===== config.mk =====
export PLATFORM = sky130hd
export DESIGN_NAME = stream_source_32
export DESIGN_NICKNAME = d
export VERILOG_FILES = /design/src/rtl/stream_source_32.sv
export SDC_FILE = /design/constraint.sdc
export NUM_CORES = 1
export LEC_CHECK = 0
export BUFFER_PORTS_ARGS = -buffer_cell sky130_fd_sc_hd__buf_2
export CORE_ASPECT_RATIO = 0.5
export CORE_MARGIN = 1
export CORE_UTILIZATION = 30
export CTS_BUF_LIST = sky130_fd_sc_hd__clkbuf_4 sky130_fd_sc_hd__clkbuf_8
export DETAILED_ROUTE_END_ITERATION = 10
export MAX_ROUTING_LAYER = met4
export SETUP_SLACK_MARGIN = 0.5
export SLEW_MARGIN = 0
export SYNTH_ARGS = -nofsm -noshare
export SYNTH_HDL_FRONTEND = slang
export SYNTH_SLANG_ARGS = --single-unit

===== constraint.sdc =====
create_clock -name clk -period 6.4 [get_ports clk]
set_input_delay 1.92 -clock clk [delete_from_list [all_inputs] [get_ports clk]]
set_output_delay 1.92 -clock clk [all_outputs]
set_load 0.02 [all_outputs]

===== src/rtl/stream_source_32.sv =====
// Buffered stream source: a loader fills a DEPTH-word buffer, then a start pulse
// streams the first len words out over a valid/ready master port.
module stream_source_32 #(
  parameter int T     = 32,
  parameter int DEPTH = 16,
  parameter int AW    = $clog2(DEPTH)
) (
  input  logic                clk,
  input  logic                reset_n,
  input  logic                wr_en,
  input  logic [AW-1:0]       wr_addr,
  input  logic [T-1:0]        wr_data,
  input  logic                start,
  input  logic [AW-1:0]       len,
  output logic                busy,
  output logic                done,
  output logic                m_valid,
  input  logic                m_ready,
  output logic signed [T-1:0] data_out
);

  // Handshake: a word moves on a rising edge where m_valid && m_ready; while
  // m_valid is high and m_ready low, m_valid and data_out hold; m_valid is a
  // register and never depends on m_ready combinationally.

  typedef enum logic [1:0] {
    S_IDLE  = 2'd0,
    S_RUN   = 2'd1,
    S_DRAIN = 2'd2
  } state_t;

  state_t state, state_nx;

  logic [T-1:0] mem [DEPTH];
  logic [T-1:0] rd_q;
  logic [T-1:0] sk_data;
  logic         rd_vld;
  logic         sk_v;
  logic         done_q;
  logic [AW:0]  rd_ptr;
  logic [AW:0]  rem;
  logic [AW:0]  count_c;
  logic [1:0]   occ;
  logic [AW-1:0] rd_addr;
  logic         start_ok;
  logic         run_issue;
  logic         rd_issue;
  logic         pop;
  logic         last_pop;

  assign count_c  = (len == '0) ? (AW+1)'(DEPTH) : {1'b0, len};
  assign start_ok = (state == S_IDLE) && start && !done_q;
  assign pop      = m_valid && m_ready;
  assign last_pop = pop && !sk_v && !rd_vld;

  // Words in flight (output, skid, read register) minus the one leaving now;
  // a new read is safe only if at most one remains, so the skid never overflows.
  assign occ       = 2'(m_valid) + 2'(sk_v) + 2'(rd_vld);
  assign run_issue = (state == S_RUN) && (rem != '0) && (occ <= (2'(pop) + 2'd1));
  assign rd_issue  = start_ok || run_issue;
  assign rd_addr   = start_ok ? '0 : rd_ptr[AW-1:0];

  // Buffer is never cleared, so its contents survive reset.
  always_ff @(posedge clk) begin
    if (wr_en && (state == S_IDLE)) mem[wr_addr] <= wr_data;
    if (rd_issue) rd_q <= mem[rd_addr];
  end

  always_ff @(posedge clk or negedge reset_n) begin
    if (!reset_n) state <= S_IDLE;
    else          state <= state_nx;
  end

  always_comb begin
    state_nx = state;
    case (state)
      S_IDLE:  if (start_ok) state_nx = (count_c == (AW+1)'(1)) ? S_DRAIN : S_RUN;
      S_RUN:   if (run_issue && (rem == (AW+1)'(1))) state_nx = S_DRAIN;
      S_DRAIN: if (last_pop) state_nx = S_IDLE;
      default: state_nx = S_IDLE;
    endcase
  end

  always_comb begin
    busy = (state != S_IDLE);
    done = done_q;
  end

  always_ff @(posedge clk or negedge reset_n) begin
    if (!reset_n) begin
      rd_vld   <= 1'b0;
      sk_v     <= 1'b0;
      sk_data  <= '0;
      m_valid  <= 1'b0;
      data_out <= '0;
      done_q   <= 1'b0;
      rd_ptr   <= '0;
      rem      <= '0;
    end else begin
      done_q <= (state == S_DRAIN) && last_pop;
      rd_vld <= rd_issue;
      if (start_ok) begin
        rd_ptr <= (AW+1)'(1);
        rem    <= count_c - (AW+1)'(1);
      end else if (run_issue) begin
        rd_ptr <= rd_ptr + (AW+1)'(1);
        rem    <= rem - (AW+1)'(1);
      end
      // Output register refills from the skid first to keep address order.
      if (!m_valid || pop) begin
        if (sk_v) begin
          data_out <= sk_data;
          m_valid  <= 1'b1;
          sk_v     <= rd_vld;
          if (rd_vld) sk_data <= rd_q;
        end else if (rd_vld) begin
          data_out <= rd_q;
          m_valid  <= 1'b1;
        end else begin
          m_valid  <= 1'b0;
        end
      end else if (rd_vld) begin
        sk_data <= rd_q;
        sk_v    <= 1'b1;
      end
    end
  end

endmodule


; ---- Word level (Yosys, flattened, before mapping)
; Memory sizes are Yosys's and may differ from the RTL's. A register that Yosys moved wholly into a read port is not among the register bits.
; Cells that the tools add are included.
[word_totals]
elab_cells = 73
n_memories = 1
input_bits = 45
ramBits = 512
rom_bits = 0
latchBits = 0
reg_bits = 80
out_inout_bits = 35
[op_classes]
mux = 23
n_reduce_logical = 25
n_lt_le_gt_ge = 1
n_shift = 0
bitwise_logic = 0
n_eq_ne = 8
addsub = 6
n_div = 0
mul = 0
[memory_table]
columns = memory, words, width, read_ports, rd_clocked_by_memory_dff, wr, line_no
row1 = mem, 16, 32, 1, 1, 1, 34  ; logic [T-1:0] mem [DEPTH];
[ops]
columns = op, count
row1 = $mux 32, 5
row2 = $mux 5, 5
row3 = $eq 5x1->1 const B, 2
row4 = $logic_and 1x1->1, 10
row5 = $sub 5x1->5 const B, 2
row6 = $mux 2, 4
row7 = $reduce_bool 2->1, 4
row8 = $mux 1, 7
row9 = $ne 2x2->1 const B, 3
row10 = $pmux 2 s3, 1
row11 = $add 5x1->5 const B, 1
row12 = $reduce_bool 5->1, 1
row13 = $logic_not 1->1, 4
row14 = $logic_not 4->1, 1
row15 = $mux 4, 1
row16 = $reduce_and 3->1, 1
row17 = $add 1x1->2, 1
row18 = $add 1x1->2 const B, 1
row19 = $add 2x1->2, 1
row20 = $eq 2x1->1 const B, 1
row21 = $eq 2x2->1 const B, 1
row22 = $le 2x2->1, 1
row23 = $logic_not 2->1, 1
row24 = $logic_or 1x1->1, 2
row25 = 2 further kinds, 2

; ---- Depth between registers and ports, before layout
[logic_depth]
ltp_word = 7
ltp_mapped = 12
ltp_nobuf = 9

; ---- Worst setup path after synthesis
; OpenSTA, ideal clock, no wires.
[synth_path]
path_type = input port to flip-flop
from = input wr_addr[1]
to = memory mem[0][0] (enable)
path_slack_ps = 1378
arrival_time_ps = 4561
path_buffers = 0
required_ps = 5939
stages = 2
setup_time_ps = 461
cell_sequence = or3_1 nor3_1
[synth_rtl]
columns = element, line_no
row1 = start: declaration, 11  ; input logic [AW-1:0] wr_addr,
row2 = end: declaration, 34
; Straight into the memory's write port.

; ---- Worst setup path in the final report
[layout_path]
from = input start
to = register rd_q[13], read port of mem, data pin
[layout_between]
elab_chain_len = 3
elab_cells_between_ends = 4
cone_classes = mux: 1 / reduce/logical: 3
[layout_lines]
columns = element, line_no
row1 = start: declaration, 13  ; input logic start,
row2 = $logic_and 1x1->1 (*) (2 in a row), 52  ; assign start_ok = (state == S_IDLE) && start && !done_q;
row3 = $mux 4 / $logic_or 1x1->1 (equally long branches), "61, 60"
row4 = end: declaration, 35  ; logic [T-1:0] rd_q;
; Mark *: on every way between the ends. The rest lies on a longest branch, timed or not.
; A chain may end at the register's enable or synchronous reset.

==> reports/results.ini <==
[min_path]
worstHoldPathType = reg2reg
whs_path_depth = 1

[synth]
async_flop_share_pct = 12.68
syn_area_sq_mm = 0.02440
synth.largest_area_cell = edfxtp_1
synth_edf_count = 544
synthFlopType = edfxtp_1
synthDominantCellAreaShare_pct = 66.95
synth.area.top_cells = edfxtp_1 (67%), dfrtp_1 (8.1%), mux4_2 (5.9%)
postSynthCellCount = 1376
synth_nets = 1431
synth_cell_types = 52
ys_ff_latch = 623
yosys_warnings = 0
synth_area_per_cell_sq_um = 17.73
yosysSeqAreaShare_pct = 75.06

[power_and_ir_drop]
cellLeakagePower_nw = 9.430
vdd_ir_drop_max_v = 0.0002725
p_total_w = 0.01211
power_density_mw_per_mm2 = 431.4

[finish]
fillers = 7488
drive_gt1_share_pct = 27.13
final_cell_mix = edfxtp_1 (544), clkbuf_8 (104), mux2i_1 (85)
layout_commonest_cell = edfxtp_1
syn_to_final_growth_pct = 15.02
final_nets = 1559

[clock_tree]
cts_tree = built
cts_root_buffer = clkbuf_8
post_cts_buffers = 0
cts_sinks = 623
cts_made_buffers = 96
clk_latency_ns = 0.69
clk_pin_slew_worst_paths_ns = 0.06
cts_resized = 0
cts_hold_buffers = 0
htree_num_levels = 3
clockBufferDepth = 3

[critical_path]
critPathArrivalTime_ns = 4.24
crit_path_start_kind = primary input
critPathKind = in2reg
r2r.worst_path.cells = 7
required_ns = 6.90
cp_max_fo = 47
end_kind = flip-flop

[status]
outcome = finished, final reports clean

[global_route]
grtUsageMet3_pct = 3.262
grt_use_met2_pct = 22.05
grt_usage_pct = 14.46
grt_pass1_vias = 13070
grt_overflow_total = 0
grt.busiest_layer = met2
grt_pass1_wl_microns = 85840
met1_usage_pct = 19.38
grt_max_degree = 65
antenna_found_initial = 5

[sta]
rsz0062_at_grt = false
fmax_mhz = 267.0
fin_worst_skew_ns = 0.03149
holdWs_ns = 0.5042
fin_crit_ns = 3.746
min_period_over_period_pct = 58.53
finalMaxSlewViolations = 0
worstMarginPinSlew_ns = 1.159
max-slew-margin-rel_pct = 22.68
setup_viol_count_final = 0
finalHoldViolCount = 0
tns_ns = 0
worst_slack_ns = 2.654

[place]
dpl.hpwl_microns = 33310
io_buffers = 79
place.gp.congestion = 0.7935
place_ws_ns = 2.021

[detailed_routing]
via_count = 13070
drtIter0Drc = 1124
drcViolationCount = 0
wl_per_cell_microns = 21.95
vias_per_cell = 4.904
wirelength_microns = 58500
dr.pass1.iters = 5
ant_nets = 0

[floorplanning]
fp.dieW_microns = 405.3
core_region_area_sq_mm = 0.07992
ios = 80
row_count = 73
start_util_pct = 30.53
dieArea_sq_mm = 0.08254
fp.dieH_microns = 203.7

[job]
maxCapViolations = 0

-- Yosys cell counts, drive strengths merged, types with 2 or more instances --
| cell | n |
|---|---|
| nand2b | 6 |
| o211ai | 3 |
| dfrtp | 79 |
| buf | 38 |
| inv | 10 |
| nor4b | 2 |
| o21a | 16 |
| o221a | 7 |
| nand3b | 2 |
| nand3 | 26 |
| mux2 | 53 |
| or3 | 4 |
| nor2 | 77 |
| a32oi | 11 |
| ha | 9 |
| clkbuf | 44 |
| and3 | 9 |
| o22ai | 44 |
| o21ai | 24 |
| nor2b | 20 |
| a31oi | 2 |
| a221o | 9 |
| mux4 | 64 |
| nand2 | 36 |
| nor3 | 25 |
| xor2 | 3 |
| a2111oi | 9 |
| edfxtp | 544 |
| a21oi | 60 |
| mux2i | 85 |
| a221oi | 10 |
| a22oi | 30 |
| a211oi | 5 |
-- sequential cells by signal (all words and copies together) (netlist names), 2 cells and up --
signal    count
data_out     32
sk_data      32
state         2
rem           5
rd_ptr        4
rd_q         32
mem         512
-- worst paths after layout --
check / start / to / slack (ns)
setup / recovery: start / rd_q[13] / 2.65
hold / removal: sk_data[6] / sk_data[6] / 0.50
setup reg to reg: rd_ptr[0] / rd_q[5] / 3.01
hold reg to reg: sk_data[6] / sk_data[6] / 0.50
max in group asynchronous: reset_n / rd_ptr[0] / 4.16
min in group asynchronous: reset_n / data_out[19] / 1.21
-- logic make-up after synthesis --
group | synth area share [%]
AOI/OAI and AO/OA | 6.477
xor gates and xnor gates | 0.1436
adders and majority gates | 0.5436
buffers and inverters | 1.733
DFF | 75.06
muxes | 11.84
and+or+nand+nor | 4.205
-- cell type report --
class	instances	area (sq um)	area share [%]
Sequential cell	623	18320	65.29
Inverter	10	37.54	0.1338
Tap cell	1087	1360	4.846
Clock buffer	152	1792	6.385
Clock inverter	16	96.34	0.3433
Antenna cell	4	10.01	0.03567
Timing Repair Buffer	112	645.6	2.301
Multi-Input combinational cell	661	5799	20.67
-- metal layers --
| metal | part of all wire, % | wire length, microns |
|---|---|---|
| met3 | 6.9 | 4026 |
| met2 | 47 | 27440 |
| met5 | 0 | 0 |
| met4 | 1.8 | 1030 |
| met1 | 44 | 26000 |
-- per-stage QoR --
step	utilization, %	instances	instance area, sq um
floorplan	-	1376	24400
global placement	32.74	2493	26170
global route	35.11	2664	28060
detailed placement	32.74	2493	26170
finish	35.11	2665	28060
CTS	35.10	2661	28050
-- power breakdown --
group / internal (W) / switching, W / leakage (nW)
sequential: 0.00499 / 0.000439 / 5.83
combinational: 0.00136 / 0.00203 / 2.59
clock: 0.00180 / 0.00148 / 1.01
total: 0.00816 / 0.00395 / 9.43
-- worst max-delay path, cell delays in order --
cell     delay [ns]
buf_2          0.08
or4b_4         0.66
buf_4          0.41
and2_4         0.28
nand2_1        0.42
o22ai_1        0.17
nor3_1         0.27
No activity file was read; power rests on OpenSTA's default activity.
